$ cat src/rtl/gpio_cmd_responder.sv
// Responder end of the host-to-datapath GPIO link: decodes micro commands into
// switch controls, a timed soft reset, BER counter snapshots and read-back words.
module gpio_cmd_responder #(
    parameter int NB_GPIOS   = 32,
    parameter int NB_CNT     = 64,
    parameter int RST_CYCLES = 16
) (
    input  logic                clock,
    input  logic                i_reset,
    input  logic [NB_GPIOS-1:0] i_gpo,
    output logic [NB_GPIOS-1:0] o_gpi,
    input  logic [NB_CNT-1:0]   i_bit_count_i,
    input  logic [NB_CNT-1:0]   i_err_count_i,
    input  logic [NB_CNT-1:0]   i_bit_count_q,
    input  logic [NB_CNT-1:0]   i_err_count_q,
    output logic [3:0]          o_sw,
    output logic                o_soft_reset,
    output logic                o_busy
);

    localparam int CNT_W = (RST_CYCLES > 1) ? $clog2(RST_CYCLES) : 1;

    typedef enum logic [2:0] {
        IDLE,
        DECODE,
        EXEC,
        RST_HOLD,
        WAIT_LOW
    } state_t;

    state_t                state_q, state_d;
    logic                  sync1_q, sync1_d;
    logic                  sync2_q, sync2_d;
    logic                  en_prev_q, en_prev_d;
    logic [1:0]            fill_q, fill_d;
    logic                  armed_q, armed_d;
    logic [7:0]            cmd_q, cmd_d;
    logic [3:0]            data_q, data_d;
    logic [NB_GPIOS-1:0]   gpi_q, gpi_d;
    logic [3:0]            sw_q, sw_d;
    logic                  soft_q, soft_d;
    logic                  busy_q, busy_d;
    logic [CNT_W-1:0]      cnt_q, cnt_d;
    logic [NB_CNT-1:0]     snap_bit_i_q, snap_bit_i_d;
    logic [NB_CNT-1:0]     snap_err_i_q, snap_err_i_d;
    logic [NB_CNT-1:0]     snap_bit_q_q, snap_bit_q_d;
    logic [NB_CNT-1:0]     snap_err_q_q, snap_err_q_d;
    logic                  snap_valid_q, snap_valid_d;

    logic                  rise;
    logic                  err_zero;
    logic [NB_GPIOS-1:0]   exec_word;
    logic                  unused_data;

    assign unused_data = ^i_gpo[22:4];

    // The synchronizer starts from zero after reset, so a low level only counts
    // once two real samples have filled it; otherwise a held-high enable would
    // look like a fresh rising edge.
    assign rise     = sync2_q & ~en_prev_q & armed_q;
    assign err_zero = (snap_err_i_q == '0) && (snap_err_q_q == '0);

    always_comb begin
        exec_word = '0;
        case (cmd_q)
            8'h00:   exec_word = {8'h00, 24'h0};
            8'h01:   exec_word = {8'h01, 24'h0};
            8'h02:   exec_word = {8'h02, 20'h0, data_q};
            8'h03:   exec_word = {8'h03, 24'h1};
            8'h04:   exec_word = snap_bit_i_q[31:0];
            8'h05:   exec_word = snap_bit_i_q[63:32];
            8'h06:   exec_word = snap_err_i_q[31:0];
            8'h07:   exec_word = snap_err_i_q[63:32];
            8'h08:   exec_word = snap_bit_q_q[31:0];
            8'h09:   exec_word = snap_bit_q_q[63:32];
            8'h0A:   exec_word = snap_err_q_q[31:0];
            8'h0B:   exec_word = snap_err_q_q[63:32];
            8'h0C:   exec_word = {8'h0C, 18'h0, snap_valid_q, err_zero, sw_q};
            default: exec_word = {8'hEE, 16'h0, cmd_q};
        endcase
    end

    always_comb begin
        state_d      = state_q;
        sync1_d      = i_gpo[23];
        sync2_d      = sync1_q;
        en_prev_d    = sync2_q;
        fill_d       = {fill_q[0], 1'b1};
        armed_d      = armed_q | (fill_q[1] & ~sync2_q);
        cmd_d        = cmd_q;
        data_d       = data_q;
        gpi_d        = gpi_q;
        sw_d         = sw_q;
        soft_d       = soft_q;
        cnt_d        = cnt_q;
        snap_bit_i_d = snap_bit_i_q;
        snap_err_i_d = snap_err_i_q;
        snap_bit_q_d = snap_bit_q_q;
        snap_err_q_d = snap_err_q_q;
        snap_valid_d = snap_valid_q;

        case (state_q)
            IDLE: begin
                if (rise) begin
                    cmd_d   = i_gpo[31:24];
                    data_d  = i_gpo[3:0];
                    state_d = DECODE;
                end
            end
            DECODE: begin
                if (cmd_q == 8'h01) begin
                    soft_d  = 1'b1;
                    cnt_d   = CNT_W'(RST_CYCLES - 1);
                    state_d = RST_HOLD;
                end else begin
                    state_d = EXEC;
                end
            end
            EXEC: begin
                gpi_d = exec_word;
                if (cmd_q == 8'h02) begin
                    sw_d = data_q;
                end
                if (cmd_q == 8'h03) begin
                    snap_bit_i_d = i_bit_count_i;
                    snap_err_i_d = i_err_count_i;
                    snap_bit_q_d = i_bit_count_q;
                    snap_err_q_d = i_err_count_q;
                    snap_valid_d = 1'b1;
                end
                state_d = WAIT_LOW;
            end
            RST_HOLD: begin
                gpi_d = {8'h01, 24'h0};
                if (cnt_q == '0) begin
                    soft_d  = 1'b0;
                    state_d = WAIT_LOW;
                end else begin
                    cnt_d = cnt_q - CNT_W'(1);
                end
            end
            WAIT_LOW: begin
                if (!sync2_q) begin
                    state_d = IDLE;
                end
            end
            default: state_d = IDLE;
        endcase

        busy_d = (state_d != IDLE);
    end

    always_ff @(posedge clock or negedge i_reset) begin
        if (!i_reset) begin
            state_q      <= IDLE;
            sync1_q      <= 1'b0;
            sync2_q      <= 1'b0;
            en_prev_q    <= 1'b0;
            fill_q       <= 2'b00;
            armed_q      <= 1'b0;
            cmd_q        <= '0;
            data_q       <= '0;
            gpi_q        <= '0;
            sw_q         <= '0;
            soft_q       <= 1'b0;
            busy_q       <= 1'b0;
            cnt_q        <= '0;
            snap_bit_i_q <= '0;
            snap_err_i_q <= '0;
            snap_bit_q_q <= '0;
            snap_err_q_q <= '0;
            snap_valid_q <= 1'b0;
        end else begin
            state_q      <= state_d;
            sync1_q      <= sync1_d;
            sync2_q      <= sync2_d;
            en_prev_q    <= en_prev_d;
            fill_q       <= fill_d;
            armed_q      <= armed_d;
            cmd_q        <= cmd_d;
            data_q       <= data_d;
            gpi_q        <= gpi_d;
            sw_q         <= sw_d;
            soft_q       <= soft_d;
            busy_q       <= busy_d;
            cnt_q        <= cnt_d;
            snap_bit_i_q <= snap_bit_i_d;
            snap_err_i_q <= snap_err_i_d;
            snap_bit_q_q <= snap_bit_q_d;
            snap_err_q_q <= snap_err_q_d;
            snap_valid_q <= snap_valid_d;
        end
    end

    assign o_gpi        = gpi_q;
    assign o_sw         = sw_q;
    assign o_soft_reset = soft_q;
    assign o_busy       = busy_q;

endmodule

$ cat config.mk
export PLATFORM = sky130hd
export DESIGN_NAME = gpio_cmd_responder
export DESIGN_NICKNAME = d
export VERILOG_FILES = /design/src/rtl/gpio_cmd_responder.sv
export SDC_FILE = /design/constraint.sdc
export NUM_CORES = 1
export LEC_CHECK = 0
export BUFFER_PORTS_ARGS = -buffer_cell sky130_fd_sc_hd__buf_2
export CAP_MARGIN = 40
export CORE_ASPECT_RATIO = 1.5
export CORE_MARGIN = 2
export CORE_UTILIZATION = 50
export CTS_CLUSTER_DIAMETER = 50
export DETAILED_ROUTE_END_ITERATION = 16
export PLACE_DENSITY = 0.83
export SLEW_MARGIN = 25
export SYNTH_ARGS = -nofsm -noshare
export SYNTH_HDL_FRONTEND = slang
export SYNTH_SLANG_ARGS = --single-unit
export TNS_END_PERCENT = 100
$ cat constraint.sdc
create_clock -name clock -period 3.2 [get_ports clock]
set_input_delay 0.16 -clock clock [delete_from_list [all_inputs] [get_ports clock]]
set_output_delay 0.16 -clock clock [all_outputs]
set_load 0.01 [all_outputs]
==> results of run 1 <==
## cell usage after synthesis (3+ instances only)
library cell    n
mux2_2         20
a32oi_1         5
a31oi_1        15
nand3_1        14
nand4_1        12
and3_1          4
clkbuf_1       34
buf_1           6
inv_1           7
a222oi_1       12
a221oi_1        8
o21ai_0        28
o22a_1         12
buf_6          24
nor2b_1         5
o22ai_1        10
a21o_1         14
nand3b_1        4
a22o_1         15
mux4_2          6
nor3_1          9
a21oi_1        17
nor2_1         18
o211a_1         3
nor4_1         32
nand2_1       815
buf_2          40
o2bb2ai_1       4
nor3_2          3
nand2b_1        7
a211oi_1        6
a22oi_1        55
mux2i_1         5
dfrtp_1       320
o31ai_1         3
## logic make-up after synthesis
family          after synthesis  synth area share
mux                          31           0.02820
flops                       320            0.5503
simple gates                936            0.2607
xor+xnor                      1         0.0006019
other cells                   1         0.0002577
buf+inv                     114           0.04703
compound gates              222            0.1121
fa+ha+maj                     1         0.0008596
## through the flow
stage	hold slack (ns)	std cells	util
2_1_floorplan	-0.1356	1626	-
3_3_place_gp	0.1913	2266	0.5729
3_5_place_dp	0.1954	2267	0.5739
4_1_cts	0.1983	2594	0.7083
## layer usage
metal,global-route usage,overflow
met1,0.4644,0
met2,0.6908,0
met3,0.1184,0
met4,0.3945,1
met5,0,0
==> reports/qor.txt, run 1 <==
Outcome - did not finish
Last stage - global routing (5_1_grt)
Error - [ERROR GRT-0116] Global routing finished with congestion. Check the congestion regions in the DRC Viewer.
Place WS - 0.7040 ns
Cell Area, Synth - 0.01455 sq mm
Postcts setup bufs - 0
Die X - 143.3 um
Hold_buf cts - 270
Average size of a mapped cell - 8.950 sq um
GP Congestion - 0.9209
Share of the synthesized area in the top cell type - 0.5503
Total gr overflow - 1
Clk sinks - 320
Vias in the first global route - 17460
Chip Height - 212.9 um
Fraction of registers with async set/reset - 1.000
Syn nets - 1917
Placed cell areas - 0.01648 sq mm
Final HPWL DP - 35360 um
Largest net degree at the start of global routing - 167
Seq cells post-synth - 320
GRT Total Usage - 0.4329
Seq/Total Area, Yosys - 0.5503
Clock Tree Buf Depth - 3
Cts repair resizes - 0
Max H-tree Level - 1
Most area-hungry cell type in the Yosys netlist - dfrtp_1
Unique masters post-synth - 61
First-pass GRT wire length - 97570 um
Buffers on Ports - 308
TritonCTS Buffers - 31
Post-synth EDFFs - 0
IO Count - 328
Synthesis warning total - 0
Post-synthesis cell count - 1626
CTS root buf - clkbuf_16
Site Rows - 76
Dominant cells by area after synthesis - dfrtp_1, nand2_1, a22oi_1
Top_reg_cell synth - dfrtp_1
Starting Density - 0.5068
==> run 2, diff against run 1 <==
Settings changed: CORE_ASPECT_RATIO 1.5 to not set, CORE_UTILIZATION 50 to 35, CTS_CLUSTER_DIAMETER 50 to not set, PLACE_DENSITY 0.83 to not set, PLACE_DENSITY_LB_ADDON set to 0.15.
==> run 2 against run 1 <==
  * The run now ends clean
  * Area after synthesis stayed put
  * Synthesized cell count unchanged
==> reports/qor.txt, run 2 <==
GP Congestion - 0.9035
Residual DRC count - 0
Post-synth EDFFs - 0
Starting Density - 0.3556
Crit. End Element - flop
RSZ-0062 raised after global routing - false
CORE AREA - 0.04092 sq mm
Total gr overflow - 0
Buffers on Ports - 308
GRT Total Usage - 0.2669
Max-slew violations - 0
Unique masters post-synth - 61
VDD IR-drop max - 0.3396 mV
Die X - 207.9 um
Static leakage - 9.531 nW
Antenna-violating nets left - 0
Routed wire length - 58410 um
Clock Tree Buf Depth - 3
Antenna violations before repair - 0
Met3 Usage GRT - 0.03532
Dominant cells by area after synthesis - dfrtp_1, nand2_1, a22oi_1
Final setup viols - 0
CP required - 3.69 ns
Hold slack - 0.2706 ns
Fmax - 384.1 MHz
Top_reg_cell synth - dfrtp_1
HP Class - primary input to async pin
Finished Cell Area - 0.02064 sq mm
Min Tclk post-route - 2.604 ns
Vias in the first global route - 14690
Site Rows - 74
Worst-path clk slew - 0.06 ns
Launch point of the worst path - cmd_q[4]
Max H-tree Level - 2
Worst Setup EP - snap_bit_i_q[50]
Reg2reg start - cmd_q[4]
Via count - 14150
RR Endpoint - snap_bit_i_q[50]
Nets - 2479
IO Count - 328
Antenna diode count - 0
Final worst-path cycle share - 0.8137
Seq cells post-synth - 320
Max Cap Viol - 0
Skew-Pair Late Insertion Delay - 0.56 ns
Gr busiest metal - met2
CTS tree - done
Most area-hungry cell type in the Yosys netlist - dfrtp_1
Worst clock skew - 0.01840 ns
Data arrival, critical path - 3.09 ns
Placed cell areas - 0.01667 sq mm
Worst Tran Pin Value - 0.8283 ns
Largest net degree at the start of global routing - 150
Post-synth top cells - nand2_1, dfrtp_1, a22oi_1, buf_2, clkbuf_1
Postcts setup bufs - 0
Seq/Total Area, Yosys - 0.5503
Cell Area, Synth - 0.01455 sq mm
CTS root buf - clkbuf_16
Crit path kind - flop to flop
Drt pass-1 iters - 6
Synthesis warning total - 0
Max FO, Critical Path - 90
Most frequent cells in the layout - nand2_1, dfrtp_1, buf_2
Commonest non-fill, non-tap cell in the layout - nand2_1
Met2 Use GR - 0.4430
Clk sinks - 320
DR vias/cell - 5.156
Rel. slew slack - 0.4427
TritonCTS Buffers - 38
Chip Height - 207.9 um
CP Launch Type - flop
Met1 Track Usage GR - 0.3584
P&R area growth vs syn - 41.84%
Syn nets - 1917
Post-synthesis cell count - 1626
First-pass GRT wire length - 88640 um
1st-iter DRT viols - 1268
Average size of a mapped cell - 8.950 sq um
Path depth of the worst reg2reg path - 6
Avg WL per Cell - 21.28 um
Share of the synthesized area in the top cell type - 0.5503
Setup TNS - 0 ns
Most frequent cell after synthesis - nand2_1
Fillcell total - 3841
Final HPWL DP - 38800 um
Final hold violation count - 0
Fraction of layout cells with a size suffix above 1 - 0.2056
Die area - 0.04323 sq mm
Reg2reg setup slack - 0.60 ns
Post-layout util - 0.5044
Fraction of registers with async set/reset - 1.000
Outcome - completed
PD cells - 659.1 mW/mm^2
run 2: cell counts after synthesis:
No cell type changed its count.
run 2: critical path, stage by stage, from the launching register on:
cell and delay (ns):
dfrtp_1 0.44, or4_1 0.71, nor3_4 0.37, and3_4 0.37
buf_12 0.31, nand2_1 0.16, nand2_1 0.09
run 2: cell families after synthesis:
kind of cell / Yosys count / share of synthesized area
AO/OA/AOI/OAI: 222 / 0.1121
XOR/XNOR: 1 / 0.0006019
adder cells (fa/ha/maj): 1 / 0.0008596
buffers and inverters: 114 / 0.04703
flip-flops: 320 / 0.5503
multiplexers: 31 / 0.02820
other: 1 / 0.0002577
AND/OR/NAND/NOR: 936 / 0.2607
run 2: final cells by class:
cell class / count / area, sq um / share of cell area
Multi-Input combinational cell: 1192 / 5914 / 0.2865
Clock buffer: 55 / 1105 / 0.05353
Clock inverter: 10 / 143.9 / 0.006971
Sequential cell: 320 / 8008 / 0.3880
Inverter: 7 / 26.28 / 0.001273
Timing Repair Buffer: 629 / 4778 / 0.2315
Tap cell: 532 / 665.6 / 0.03225
run 2: worst min path at each step:
stage | startpoint | depth (start not counted) | end | slack, ns
finish | i_reset | 2 | snap_bit_q_q[27] | 0.27
detailed placement | i_reset | 1 | snap_bit_i_q[61] | 0.27
CTS | i_gpo[23] | 2 | sync1_q | 0.26
global placement | i_reset | 1 | snap_bit_i_q[61] | 0.27
global route | i_gpo[23] | 2 | sync1_q | 0.27
floorplan | i_reset | 0 | armed_q | -0.14
run 2: metrics by stage:
step                instances  power [W]  setup WS (ns)
finish                   2745    0.01360         0.5962
global route             2745    0.01424         0.4649
CTS                      2744    0.01364         0.6112
detailed placement       2409   0.008971         0.6384
global placement         2409   0.008923         0.6641
floorplan                1626   0.007220          1.103
run 2: per-layer routing:
metal | vias up | share of wire
met5 | - | 0
met3 | 105 | 0.058
met1 | 6954 | 0.43
met4 | 0 | 0.035
met2 | 524 | 0.48
li1 | 6571 | -
run 2: report_power, final:
| part | internal, W | switching (W) | leakage (nW) |
|---|---|---|---|
| sequential | 0.00468 | 0.000665 | 3.08 |
| clock | 0.00264 | 0.00175 | 0.616 |
| combinational | 0.00162 | 0.00224 | 5.83 |
run 2: repair_timing:
action                                  4_1_cts  5_1_grt
gates resized for setup                       0        0
hold buffers                                270        0
endpoints found under the setup margin        0        0
hold endpoints to repair                    359        0
Power figures use the tool's default switching activity.
==> run 3, diff against run 2 <==
Settings changed: ABC_AREA set to 1.
Clock period 3.2 ns to 2.2 ns, I/O delays scaled along.
==> run 3 against run 2 <==
  * Worst setup slack got worse by 0.40 ns
  * Hold slack got worse by 0.15 ns
  * Die area increased by 0.45%
  * Cell area increased by 2.6%
  * Largest power group unchanged
  * Non-clock buffer count increased by 7
  * Final cell count decreased by 4.2%
==> reports/qor.txt, run 3 <==
IO Count - 328
Post-synth top cells - nand2_1, dfrtp_1, mux2_1, nor2_1, nand3_1
Total power draw - 0.01573 W
Final hold violation count - 0
Vias in the first global route - 13380
GRT Total Usage - 0.2284
Avg WL per Cell - 18.59 um
CP max stage cell - dfrtp_1
Postcts setup bufs - 0
Post-synth EDFFs - 0
Max H-tree Level - 2
Post-layout util - 0.5162
Site Rows - 74
Die area - 0.04342 sq mm
Final HPWL DP - 33670 um
Die X - 208.4 um
Top_reg_cell synth - dfrtp_1
Routed wire length - 48900 um
Fraction of layout cells with a size suffix above 1 - 0.2281
Worst Tran Pin Value - 0.5694 ns
Cell-by-cell listing of the critical path - nor2_1, nand3_1, o21ai_0, nor2_2, nand3_1, buf_4, nand3_1, nand2_1, nand2_1
1st-iter DRT viols - 820
FF+latch area - 0.008009 sq mm
Antenna violations before repair - 2
Crit path kind - flop to flop
GP Congestion - 0.8425
Final setup viols - 0
CP delay by family, top - simple AND/OR/NAND/NOR gates
CTS tree - done
CP required - 2.64 ns
Seq cells post-synth - 320
RSZ-0062 raised after global routing - false
Multi-input gate area - 0.006145 sq mm
Syn nets - 1746
Share of the synthesized area in the top cell type - 0.5477
Crit. End Element - flop
Chip Height - 208.4 um
Post-synthesis cell count - 1455
Commonest non-fill, non-tap cell in the layout - nand2_1
CORE AREA - 0.04102 sq mm
Synthesis warning total - 0
Worst-path clk slew - 0.06 ns
Max Cap Viol - 0
First-pass GRT wire length - 76380 um
Most frequent cells in the layout - nand2_1, dfrtp_1, buf_2
Dominant cells by area after synthesis - dfrtp_1, mux2_1, nand2_1
CP dominant cell by count - nand3_1
Cell Area, Synth - 0.01462 sq mm
Non-filler instance count after layout - 2630
Fmax - 497.8 MHz
Final worst-path cycle share - 0.9130
Buffers on Ports - 308
Most frequent cell after synthesis - nand2_1
Max-slew violations - 0
Nets - 2362
Average size of a mapped cell - 10.05 sq um
Antenna-violating nets left - 0
Clk sinks - 320
CP Launch Type - flop
P&R area growth vs syn - 44.83%
Data arrival, critical path - 2.45 ns
HP Class - primary input to async pin
CP peak stage delay - 0.45 ns
Clock Tree Buf Depth - 3
Unique masters post-synth - 29
Worst clock skew - 0.01696 ns
Seq/Total Area, Yosys - 0.5477
Skew-Pair Late Insertion Delay - 0.56 ns
Max FO, Critical Path - 6
Placed cells - 2293
Residual DRC count - 0
Via count - 12670
Fraction of registers with async set/reset - 1.000
Outcome - completed
PD cells - 743.0 mW/mm^2
DR vias/cell - 4.818
Min Tclk post-route - 2.009 ns
WP buf/inv - 1
Fillcell total - 3715
Setup TNS - 0 ns
Drt pass-1 iters - 5
TritonCTS Buffers - 38
CTS root buf - clkbuf_16
Most area-hungry cell type in the Yosys netlist - dfrtp_1
Total gr overflow - 0
VDD IR-drop max - 0.4332 mV
Hold slack - 0.1188 ns
Largest net degree at the start of global routing - 70
Rel. slew slack - 0.6204
Static leakage - 10.08 nW
Starting Density - 0.3564
run 3: changes by cell type in the layout (fill, tap and decap cells not counted), sizes merged, moves of 10 or more:
cell | previous run | this run
nand2 | 815 | 432
mux2 | 20 | 256
nor2 | 18 | 173
nand3 | 14 | 100
a22oi | 55 | 6
inv | 9 | 47
nor4 | 32 | 0
o21ai | 29 | 9
a22o | 15 | 0
a31oi | 15 | 0
a21o | 14 | 0
a222oi | 12 | 0
o22a | 12 | 0
o22ai | 10 | 0
run 3: metal layers:
metal | vias to the layer above | wire [um] | track usage
met3 | 74 | 2405 | 0.03502
met4 | 0 | 1245 | 0.07740
met5 | - | 0 | 0
li1 | 6030 | - | -
met2 | 355 | 23350 | 0.3780
met1 | 6213 | 21890 | 0.3062
run 3: power by group:
part           leakage, nW  switching [W]  total, W  internal [W]
combinational         5.68        0.00140   0.00253       0.00113
sequential            3.79       0.000431   0.00687       0.00644
clock                0.615        0.00250   0.00633       0.00383
total                 10.1        0.00433    0.0157        0.0114
run 3: metrics by stage:
step           setup slack [ns]  instance area [sq um]
3_5_place_dp             0.2338                  17220
5_1_grt                 0.02014                  21170
3_3_place_gp             0.2359                  17220
2_1_floorplan            0.5014                  14620
4_1_cts                  0.2018                  21170
6_report                 0.1913                  21170
run 3: layout make-up:
class | count | share of cell area
Clock buffer | 61 | 0.05673
Inverter | 47 | 0.008332
Clock inverter | 4 | 0.002127
Multi-Input combinational cell | 1028 | 0.2902
Sequential cell | 320 | 0.3782
Timing Repair Buffer | 636 | 0.2327
Antenna cell | 2 | 0.0002364
Tap cell | 532 | 0.03144
run 3: final timing paths:
| path | from | to | slack (ns) | depth (start not counted) |
|---|---|---|---|---|
| max in group asynchronous | i_reset | cmd_q[0] | 1.25 | 3 |
| hold reg to reg | fill_q[0] | fill_q[1] | 0.35 | 0 |
| min in group clock | i_gpo[23] | sync1_q | 0.21 | 2 |
| hold / removal | i_reset | snap_bit_i_q[37] | 0.12 | 2 |
| setup reg to reg | cmd_q[1] | o_gpi[25] | 0.19 | 9 |
| setup / recovery | cmd_q[1] | o_gpi[25] | 0.19 | 9 |
run 3: what timing repair did:
item / in CTS / in global routing
setup endpoints to repair: 0 / 5
hold endpoints to repair: 483 / 0
resized for setup: 0 / 1
hold buffers: 270 / 0
run 3: logic make-up after synthesis:
family	synth area share
buffers and inverters	0.03372
muxes	0.1972
adders and majority gates	0.0008557
other	0.0002565
AOI/OAI and AO/OA	0.01489
and+or+nand+nor	0.2054
DFF	0.5477
